<file path="src/rtl/ram_ctl_if.sv">
// ----------------------------------------------------------------------------
// ram_ctl_if -- bus bundle between the FSB stage and the DRAM/ROM controller.
//
// Signals
//   BACT    FSB -> ctl  bus cycle active
//   AINACT  FSB -> ctl  end-of-cycle strobe
//   RAMCS   FSB -> ctl  decoded RAM select, stable while BACT=1
//   ROMCS   FSB -> ctl  decoded ROM select, stable while BACT=1
//   Ready   ctl -> FSB  access may complete (feeds DTACK generation)
//   nRAS    ctl -> DRAM row strobe, active low
//   nCAS    ctl -> DRAM column strobe, active low
//   RASEL   ctl -> mux  address mux select, 1=row 0=column
//
// Modports
//   master  the FSB side (drives the request signals)
//   slave   the controller (drives Ready and the DRAM strobes)
// ----------------------------------------------------------------------------
interface ram_ctl_if;
    logic BACT;
    logic AINACT;
    logic RAMCS;
    logic ROMCS;
    logic Ready;
    logic nRAS;
    logic nCAS;
    logic RASEL;

    modport master (
        output BACT, AINACT, RAMCS, ROMCS,
        input  Ready, nRAS, nCAS, RASEL
    );

    modport slave (
        input  BACT, AINACT, RAMCS, ROMCS,
        output Ready, nRAS, nCAS, RASEL
    );
endinterface

</file>
<file path="src/rtl/ram_ctl.sv">
// ----------------------------------------------------------------------------
// ram_ctl -- DRAM / ROM access controller with CAS-before-RAS refresh.
//
// Sequences RAM accesses (RAS -> CAS -> HOLD -> PRE), ROM accesses with a
// programmable number of wait cycles, and periodic refresh. Refresh always
// wins arbitration in IDLE; an expiry that happens while busy is remembered
// and serviced at the next IDLE. All outputs are registered.
//
// Parameters
//   RefDiv  FCLK cycles between refresh requests (8..255)
//   ROMWS   ROM wait cycles before Ready (0..7; 0 still costs one cycle)
//
// Ports
//   FCLK    sole clock, rising edge
//   RESET   asynchronous, active-high reset
//   bus     ram_ctl_if.slave: BACT/AINACT/RAMCS/ROMCS in,
//           Ready/nRAS/nCAS/RASEL out
// ----------------------------------------------------------------------------
module ram_ctl #(
    parameter int RefDiv = 24,
    parameter int ROMWS  = 2
) (
    input  logic     FCLK,
    input  logic     RESET,
    ram_ctl_if.slave bus
);

    typedef enum logic [3:0] {
        IDLE,
        RAS,
        CAS,
        HOLD,
        ROMW,
        ROMH,
        RCAS,
        RRAS,
        RRAS2,
        PRE
    } state_t;

    localparam logic [7:0] RefReload = 8'(RefDiv - 1);
    localparam logic [3:0] RomWait   = 4'(ROMWS);

    state_t     state;
    state_t     state_nxt;

    logic [7:0] ref_cnt;
    logic       ref_req;
    logic       ref_due;
    logic [2:0] wait_cnt;
    logic       wait_done;

    logic       ready_q;
    logic       nras_q;
    logic       ncas_q;
    logic       rasel_q;

    logic       ready_nxt;
    logic       nras_nxt;
    logic       ncas_nxt;
    logic       rasel_nxt;

    // An expiry on this very edge counts as a pending request, so an idle
    // controller starts refresh exactly RefDiv cycles after the last reload.
    assign ref_due = ref_req || (ref_cnt == 8'd0);

    // Wait counter holds the number of ROMW cycles already spent; the current
    // cycle is the last one once spent+1 reaches ROMWS (ROMWS=0 -> one cycle).
    assign wait_done = ({1'b0, wait_cnt} + 4'd1) >= RomWait;

    // ------------------------------------------------------------------
    // Next-state and next-output logic
    // ------------------------------------------------------------------
    always_comb begin
        // NOTE: every variable assigned here gets a default first so no path
        // leaves it unassigned; otherwise synthesis infers a latch.
        state_nxt = state;
        ready_nxt = 1'b0;
        nras_nxt  = 1'b1;
        ncas_nxt  = 1'b1;
        rasel_nxt = 1'b1;

        unique case (state)
            IDLE: begin
                if (ref_due)
                    state_nxt = RCAS;
                else if (bus.BACT && bus.ROMCS)
                    state_nxt = ROMW;
                else if (bus.BACT && bus.RAMCS)
                    state_nxt = RAS;
            end
            RAS:      state_nxt = bus.AINACT ? PRE : CAS;
            // AINACT is honoured in CAS as well so Ready can never outlive it.
            CAS,
            HOLD:     state_nxt = bus.AINACT ? PRE : HOLD;
            ROMW: begin
                if (bus.AINACT)
                    state_nxt = IDLE;
                else if (wait_done)
                    state_nxt = ROMH;
            end
            ROMH:     if (bus.AINACT) state_nxt = IDLE;
            RCAS:     state_nxt = RRAS;
            RRAS:     state_nxt = RRAS2;
            RRAS2:    state_nxt = PRE;
            PRE:      state_nxt = IDLE;
            default:  state_nxt = IDLE;
        endcase

        // Outputs are decoded from the state being entered and then
        // registered, so they change on the same edge as the state.
        unique case (state_nxt)
            RAS: begin
                nras_nxt = 1'b0;
            end
            CAS,
            HOLD: begin
                ready_nxt = 1'b1;
                nras_nxt  = 1'b0;
                ncas_nxt  = 1'b0;
                rasel_nxt = 1'b0;
            end
            ROMH: begin
                ready_nxt = 1'b1;
            end
            RCAS: begin
                ncas_nxt = 1'b0;
            end
            RRAS,
            RRAS2: begin
                nras_nxt = 1'b0;
                ncas_nxt = 1'b0;
            end
            default: ;
        endcase
    end

    // ------------------------------------------------------------------
    // State and output registers
    // ------------------------------------------------------------------
    always_ff @(posedge FCLK or posedge RESET) begin
        // NOTE: sequential state uses non-blocking assignments so every
        // register samples pre-edge values regardless of statement order.
        if (RESET) begin
            state   <= IDLE;
            ready_q <= 1'b0;
            nras_q  <= 1'b1;
            ncas_q  <= 1'b1;
            rasel_q <= 1'b1;
        end else begin
            state   <= state_nxt;
            ready_q <= ready_nxt;
            nras_q  <= nras_nxt;
            ncas_q  <= ncas_nxt;
            rasel_q <= rasel_nxt;
        end
    end

    // ------------------------------------------------------------------
    // Refresh timer: free-running in every state. The request flag is a
    // single bit, so expiries while a request is still pending collapse.
    // ------------------------------------------------------------------
    always_ff @(posedge FCLK or posedge RESET) begin
        if (RESET) begin
            ref_cnt <= RefReload;
            ref_req <= 1'b0;
        end else begin
            if (ref_cnt == 8'd0)
                ref_cnt <= RefReload;
            else
                ref_cnt <= ref_cnt - 8'd1;

            if (state_nxt == RCAS)
                ref_req <= 1'b0;
            else if (ref_cnt == 8'd0)
                ref_req <= 1'b1;
        end
    end

    // ------------------------------------------------------------------
    // ROM wait counter: cleared whenever ROMW is not being re-entered.
    // ------------------------------------------------------------------
    always_ff @(posedge FCLK or posedge RESET) begin
        if (RESET)
            wait_cnt <= 3'd0;
        else if (state == ROMW && state_nxt == ROMW)
            wait_cnt <= wait_cnt + 3'd1;
        else
            wait_cnt <= 3'd0;
    end

    assign bus.Ready = ready_q;
    assign bus.nRAS  = nras_q;
    assign bus.nCAS  = ncas_q;
    assign bus.RASEL = rasel_q;

endmodule

</file>
<file path="src/flat_wrapper.sv">
// flat-port wrapper written by rule: the top's interface ports become plain ports
module ram_ctl_flat 
#(
    parameter int RefDiv = 24,
    parameter int ROMWS  = 2
)
  (FCLK, RESET, bus_BACT, bus_AINACT, bus_RAMCS, bus_ROMCS, bus_Ready, bus_nRAS, bus_nCAS, bus_RASEL);
  ram_ctl_if bus_i ();
  input  logic FCLK;
  input  logic RESET;
  input wire logic [$bits(bus_i.BACT)-1:0] bus_BACT;
  input wire logic [$bits(bus_i.AINACT)-1:0] bus_AINACT;
  input wire logic [$bits(bus_i.RAMCS)-1:0] bus_RAMCS;
  input wire logic [$bits(bus_i.ROMCS)-1:0] bus_ROMCS;
  output wire logic [$bits(bus_i.Ready)-1:0] bus_Ready;
  output wire logic [$bits(bus_i.nRAS)-1:0] bus_nRAS;
  output wire logic [$bits(bus_i.nCAS)-1:0] bus_nCAS;
  output wire logic [$bits(bus_i.RASEL)-1:0] bus_RASEL;
  assign bus_i.BACT = bus_BACT;
  assign bus_i.AINACT = bus_AINACT;
  assign bus_i.RAMCS = bus_RAMCS;
  assign bus_i.ROMCS = bus_ROMCS;
  assign bus_Ready = bus_i.Ready;
  assign bus_nRAS = bus_i.nRAS;
  assign bus_nCAS = bus_i.nCAS;
  assign bus_RASEL = bus_i.RASEL;
  ram_ctl #(.RefDiv(RefDiv), .ROMWS(ROMWS)) u_core (.FCLK(FCLK), .RESET(RESET), .bus(bus_i));
endmodule
</file>
<file path="config.mk">
export PLATFORM = sky130hd
export DESIGN_NAME = ram_ctl_flat
export DESIGN_NICKNAME = d
export VERILOG_FILES = /design/src/rtl/ram_ctl_if.sv /design/src/rtl/ram_ctl.sv /design/src/flat_wrapper.sv
export SDC_FILE = /design/constraint.sdc
export NUM_CORES = 1
export LEC_CHECK = 0
export ABC_CLOCK_PERIOD_IN_PS = 3200
export CORE_UTILIZATION = 54
export DETAILED_ROUTE_END_ITERATION = 12
export PLACE_DENSITY = 0.74
export RECOVER_POWER = 25
export SLEW_MARGIN = 20
export SYNTH_ARGS = -nofsm -noshare
export SYNTH_HDL_FRONTEND = slang
export SYNTH_SLANG_ARGS = --single-unit
</file>
<file path="constraint.sdc">
create_clock -name FCLK -period 3.2 [get_ports FCLK]
set_clock_uncertainty 0.2 [all_clocks]
set_input_delay 0.32 -clock FCLK [delete_from_list [all_inputs] [get_ports FCLK]]
set_output_delay 0.32 -clock FCLK [all_outputs]
set_load 0.1 [all_outputs]
</file>
==> impl_results.md, run 1 <==
- Int Power: slightly below 0.0006 W
- Final HPWL DP: 1.27 mm
- Post-Syn Nets: 108
- Post-route clock period utilization: 75.6%
- Drt first pass iters: 4
- Switching share of power: 43.1%
- Die Wd: 44.7 um
- Crit-path max cell delay: 0.57 ns
- Min Tclk post-route: 2.42 ns
- Synth area leader: dfrtp_1
- Max FO, Critical Path: 7
- Yosys warns: 0
- Final setup viols: 0
- Initial antenna violation count: 0
- R2R setup slack: 0.78 ns
- Highest-count cells in the layout ignoring fill and taps: 13 x dfrtp_1, 11 x nand2_1, 9 x nor2_1
- Largest net degree at the start of global routing: 21
- EDFF count, synth: 0
- I/O Pins: 10
- Critical path required time: 3.24 ns
- Die ar.: 2000 um2
- Hold Vio Cnt, Final: 0
- Crit-path slowest cell: or4b_1
- First-pass GRT wire length: between 2 and 3 mm
- Vias: 756
- Worst Path Arrival: 2.46 ns
- Antenna fix cells: 0
- Vias in the first global route: roughly 650
- Post-synth top flop: dfrtp_1
- Clock Pin Slew Worst Setup and Hold Paths: between 0.1 and 0.15 ns
- Switching power: 0.000447 W
- Maximum vdd drop: 766 uV
- Top cells by area, synth: dfrtp_1 33%, dfstp_2 19%, nand2_1 4.2%
- Sequential power share: 37.3%
- Async S/R FF share, synth: 100%
- Critical path, cell by cell: inv_1 -> ha_1 -> or4b_1 -> or4_4 -> a31oi_1 -> o32ai_1 -> o221ai_2
- Initial DRC Count: 19
- Synthesized area: 983 um2
- Outcome: completed
- Max Clk Rate: 413 MHz
- Fin nets: 117
- Total chip power: roughly 0.0010 W
- Worst relative slew slack: 36.1%
- HP Class: flip-flop to flip-flop
- Count of cell types in the netlist: 36
- DR WL/cell: 13.2 um
- Comb power frac: a little over two fifths
- TritonCTS Sinks: 20
- Initial Util: between 50% and 60%
- Vias/cell: 5.73
- Top cell type's share of synthesized area: 33.1%
- Share of layout cells above drive strength 1: 16.8%
- Post-CTS setup buffer count: 0
- Rows: 15
- Mapped Cells: 99
- Commonest non-fill, non-tap cell in the layout: dfrtp_1
- Port Buf Inserts: 9
- H-tree depth: 1
- Final wirelength: 1.75 mm
- Worst-Margin Slew: 0.956 ns
- GR Overflow Total: 0
- Worst setup EP type: flip-flop
- Final Max Slew Viols: 0
- Clock latency on the worst-skew pair: 0.30 ns
- Max clock buf depth: 2
- Mapped Avg Cell Area: roughly 9.9 um2
- Maxcap violations: 0
- TritonCTS clock tree: yes
- Final ANT Viol Nets: 0
- Pwr dens: 919 nW/um2
- Synth Register Bits: 20
- Clock power frac: 19.9%
- Sequential-to-total area share from yosys stat: about half
- Critical Path Start Type: flip-flop
- Leakage Power: between 0.4 and 0.5 nW
- Core Region: about 1700 um2
- RSZ-0062 raised after global routing: no
- # DRC: 0
- Total clock buffers created by CTS: 3
- Die height: 44.7 um
- Clk Tree Root Cell: clkbuf_4
- Hold-fix buffers, CTS: 0
- Gpl congestion: 0.812
- Setup TNS Final: 0 ns
- GRT Total Usage: approximately a fifth
- Post-CTS sizing: 0
- Crit path kind: flip-flop to flip-flop
- Area grow syn2layout: 14.6%
[registers in the layout (all words and copies together) (netlist names)]
| signal | cells |
|---|---|
| u_core.bus.RASEL | 1 |
| u_core.bus.Ready | 1 |
| u_core.bus.nCAS | 1 |
| u_core.bus.nRAS | 1 |
| u_core.ref_cnt | 8 |
| u_core.ref_req | 1 |
| u_core.state | 4 |
| u_core.wait_cnt | 3 |
[layout make-up]
class                           count  area [um2]
Timing Repair Buffer                9        82.6
Tap cell                           25        31.3
Clock buffer                        3        22.5
Clock inverter                      1        30.0
Inverter                            7        26.3
Multi-Input combinational cell     67         425
Fill cell                         135         581
Sequential cell                    20         509
[cell families after synthesis]
family                   count (synthesis)  share of synthesized area [%]
AND/OR/NAND/NOR                         39                           20.4
AO/OA/AOI/OAI                           21                           15.4
buffers and inverters                   12                           4.96
adder cells (fa/ha/maj)                  3                           3.82
multiplexers                             1                           1.02
XOR/XNOR                                 3                           2.67
flip-flops                              20                           51.8
[layer usage]
layer | wire length [um] | track usage [%] | up-vias | part of all wire [%]
met3 | 60 | 2.45 | 5 | 3.4
li1 | - | - | 364 | -
met5 | 0 | 0 | - | 0
met2 | 854 | 33.5 | 22 | 49
met1 | 795 | 25.4 | 365 | 46
met4 | 36 | 10.9 | 0 | 2.1
[final timing paths]
path                                         from                end  depth (start not counted)
worst max-delay path            u_core.ref_cnt[0]    u_core.bus.nRAS                          7
worst min-delay path            u_core.ref_cnt[0]  u_core.ref_cnt[0]                          1
worst max register to register  u_core.ref_cnt[0]    u_core.bus.nRAS                          7
worst min register to register  u_core.ref_cnt[0]  u_core.ref_cnt[0]                          1
max in group asynchronous                   RESET    u_core.state[3]                          2
min in group asynchronous                   RESET  u_core.ref_cnt[6]                          2
[cells in the mapped netlist, types with 2 or more instances]
| library cell | instances |
|---|---|
| a21oi_1 | 3 |
| buf_2 | 3 |
| clkbuf_1 | 2 |
| dfrtp_1 | 13 |
| dfstp_2 | 7 |
| ha_1 | 3 |
| inv_1 | 7 |
| nand2_1 | 11 |
| nand2b_1 | 2 |
| nand3_1 | 4 |
| nor2_1 | 9 |
| nor2b_1 | 2 |
| nor3_1 | 4 |
| o21a_1 | 2 |
| o21ai_0 | 5 |
| xor2_1 | 2 |
[metrics by stage]
step | utilization (%) | worst slack [ns] | cells | hold slack [ns] | cell area [um2]
2_1_floorplan | - | 0.967 | 99 | 0.0786 | 983
3_3_place_gp | 62.9 | 0.856 | 128 | 0.240 | 1070
3_5_place_dp | 62.9 | 0.807 | 128 | 0.245 | 1070
4_1_cts | 66.0 | 0.780 | 132 | 0.252 | 1130
5_1_grt | 66.0 | 0.676 | 132 | 0.281 | 1130
6_report | 66.0 | 0.781 | 132 | 0.267 | 1130
[worst max-delay path, delay by kind of cell (launching register included)]
kind                     cells  cell delay, ns
AND/OR/NAND/NOR              2            1.05
AO/OA/AOI/OAI                3            0.45
flip-flops                   1            0.39
adder cells (fa/ha/maj)      1            0.19
buffers and inverters        1            0.07
[power by group through the flow]
| stage | Sequential [W] | Clock, W | Combinational, W |
|---|---|---|---|
| after floorplan | 0.000510 | 0 | 0.000246 |
| after global placement | 0.000387 | 0 | 0.000440 |
| after detailed placement | 0.000387 | 0 | 0.000443 |
| after CTS | 0.000384 | 0.000209 | 0.000445 |
| after global routing | 0.000392 | 0.000217 | 0.000475 |
| final | 0.000386 | 0.000206 | 0.000443 |
Power figures use the tool's default switching activity.
==> run 2, diff against run 1 <==
--- a/config.mk
+++ b/config.mk
@@ -5,7 +5,7 @@
 export SDC_FILE = /design/constraint.sdc
 export NUM_CORES = 1
 export LEC_CHECK = 0
-export ABC_CLOCK_PERIOD_IN_PS = 3200
+export ABC_CLOCK_PERIOD_IN_PS = 2300
 export CORE_UTILIZATION = 54
 export DETAILED_ROUTE_END_ITERATION = 12
 export PLACE_DENSITY = 0.74
==> constraint.sdc (replaced) <==
create_clock -name FCLK -period 2.3 [get_ports FCLK]
set_clock_uncertainty 0.2 [all_clocks]
set_input_delay 0.23 -clock FCLK [delete_from_list [all_inputs] [get_ports FCLK]]
set_output_delay 0.23 -clock FCLK [all_outputs]
set_load 0.1 [all_outputs]
==> impl_results.md, run 2 (synthesis gave the netlist of run 1 again) <==
- Hold-fix buffers, CTS: 0 (unchanged)
- RSZ-0062 raised after global routing: yes (was no)
- Critical path's top delay family: compound AO/OA/AOI/OAI gates (was simple AND/OR/NAND/NOR gates)
- RR Startpoint: u_core.ref_cnt[0] (unchanged)
- H-tree depth: 1 (unchanged)
- Worst relative slew slack: 51.7% (was 36.1%)
- Total chip power: 0.00144 W (was 0.00104 W)
- Core Region: 1710 um2 (unchanged)
- Outcome: completed (unchanged)
- HP Class: input pin to asynchronous set/reset pin (was flip-flop to flip-flop)
- Highest-count cells in the layout ignoring fill and taps: 13 x dfrtp_1, 11 x nand2_1, 11 x buf_4 (was 13 x dfrtp_1, 11 x nand2_1, 9 x nor2_1)
- Worst r2r dst: u_core.bus.nRAS (unchanged)
- Final ANT Viol Nets: 0 (unchanged)
- Initial DRC Count: 5 (was 19)
- Critical path required time: 2.33 ns (was 3.24 ns)
- Hold Vio Cnt, Final: 0 (unchanged)
- Origin of the worst setup path: u_core.ref_cnt[0] (unchanged)
- Worst setup EP type: flip-flop (unchanged)
- Area grow syn2layout: 20.0% (was 14.6%)
- Crit-path max cell delay: 0.56 ns (was 0.57 ns)
- Post-route clock period utilization: 98.4% (was 75.6%)
- Vias: 775 (was 756)
- Final wirelength: 1.89 mm (was 1.75 mm)
- TritonCTS clock tree: yes (unchanged)
- Gpl congestion: 0.774 (was 0.812)
- Hold WS: 0.269 ns (was 0.267 ns)
- Vias in the first global route: 677 (was 647)
- Top flop regs: u_core.ref_cnt (8), u_core.state (4), u_core.wait_cnt (3) (unchanged)
- Final Max Slew Viols: 0 (unchanged)
- Rows: 15 (unchanged)
- Footprint of the multi-input gates: 444 um2 (was 425 um2)
- Total clock buffers created by CTS: 3 (unchanged)
- R2R setup slack: 0.04 ns (was 0.78 ns)
- Largest register FFs: 8 (unchanged)
- Die height: 44.7 um (unchanged)
- Worst-Margin Slew: 0.724 ns (was 0.956 ns)
- Fin nets: 124 (was 117)
- Worst slack at placement: 0.0406 ns (was 0.807 ns)
- Die Wd: 44.7 um (unchanged)
- Final HPWL DP: 1.32 mm (was 1.27 mm)
- I/O Pins: 10 (unchanged)
- Commonest non-fill, non-tap cell in the layout: dfrtp_1 (unchanged)
- Max FO, Critical Path: 4 (was 7)
- Register area: 509 um2 (unchanged)
- Die ar.: 2000 um2 (unchanged)
- GR Overflow Total: 0 (unchanged)
- Top reg by flops: u_core.ref_cnt (unchanged)
- Initial antenna violation count: 0 (unchanged)
- Critical Path Start Type: flip-flop (unchanged)
- Min Tclk post-route: 2.26 ns (was 2.42 ns)
- Maximum vdd drop: 1180 uV (was 766 uV)
- Final core utilization: 69.1% (was 66.0%)
- First-pass GRT wire length: 3.07 mm (was 2.82 mm)
- Setup TNS Final: 0 ns (unchanged)
- R2R depth: 8 (was 7)
- Port Buf Inserts: 9 (unchanged)
- Max clock buf depth: 2 (unchanged)
- TritonCTS Sinks: 20 (unchanged)
- Clk Tree Root Cell: clkbuf_4 (unchanged)
- Pwr dens: 1220 nW/um2 (was 919 nW/um2)
- Initial Util: 57.6% (unchanged)
- Antenna fix cells: 0 (unchanged)
- GRT Total Usage: 22.3% (was 20.1%)
- Clock Pin Slew Worst Setup and Hold Paths: 0.11 ns (about the same)
- Crit-path slowest cell: dfstp_2 (was or4b_1)
- Max Clk Rate: 442 MHz (was 413 MHz)
- DR WL/cell: 13.6 um (was 13.2 um)
- Maxcap violations: 0 (unchanged)
- Largest net degree at the start of global routing: 21 (unchanged)
- Final setup viols: 0 (unchanged)
- Filler cells: 128 (was 135)
- Drt first pass iters: 4 (unchanged)
- # DRC: 0 (unchanged)
- Buf+Inv Stages, Crit Path: 2 (was 1)
- Worst Path Arrival: 2.30 ns (was 2.46 ns)
- Crit path kind: flip-flop to flip-flop (unchanged)
- Leakage Power: 0.532 nW (was 0.499 nW)
- Clock latency on the worst-skew pair: 0.30 ns (about the same)
- Share of layout cells above drive strength 1: 24.6% (was 16.8%)
- Final worst setup slack: 0.0377 ns (was 0.781 ns)
- Critical path, cell by cell: inv_1 -> ha_1 -> or4b_4 -> buf_4 -> nor4_4 -> o32a_2 -> o21a_1 -> o221ai_2 (was inv_1 -> ha_1 -> or4b_1 -> or4_4 -> a31oi_1 -> o32ai_1 -> o221ai_2)
- Vias/cell: 5.58 (was 5.73)
[run 2: cell types whose count changed in the layout (fill, tap and decap cells not counted), sizes merged]
cell / before / now
bufinv: 1 / 0
clkbuf: 3 / 4
buf: 3 / 11
clkdlybuf4s50: 5 / 4
[run 2: power by group]
part | switching, W | internal [W] | leakage, nW
Clock | 0.000107 | 0.0000966 | 0.0210
Sequential | 0.0000878 | 0.000442 | 0.244
Combinational | 0.000455 | 0.000255 | 0.267
[run 2: layer usage]
| layer | share of wire (%) | global-route usage [%] |
|---|---|---|
| met1 | 48 | 31.9 |
| met3 | 3.2 | 6.12 |
| met2 | 47 | 32.1 |
| met5 | 0 | 0 |
| met4 | 2.0 | 9.09 |
[run 2: final cells by class]
type | count | share of cell area [%]
clock buffer | 4 | 3.08
inverter | 7 | 2.23
multi-input combinational | 67 | 37.6
sequential | 20 | 43.2
tap | 25 | 2.65
timing repair buffer | 16 | 11.2
[run 2: repair_timing]
item / in CTS / in global routing
gates resized for setup: 0 / 3
buffers inserted: 0 / 2
endpoints found under the setup margin: 0 / 2
[run 2: how the worst max path moves through the flow]
| stage | end | slack, ns | cells past startpoint |
|---|---|---|---|
| detailed placement | u_core.bus.nRAS | 0.04 | 8 |
| global placement | u_core.bus.nRAS | 0.11 | 8 |
| CTS | u_core.bus.nRAS | 0.02 | 7 |
| floorplan | u_core.bus.nRAS | 0.07 | 8 |
| finish | u_core.bus.nRAS | 0.04 | 8 |
| global route | u_core.bus.nRAS | -0.06 | 7 |
[run 2: per-stage QoR]
stage,cells,area [um2]
floorplan,99,983
global placement,133,1110
detailed placement,133,1110
CTS,137,1150
global route,139,1180
finish,139,1180
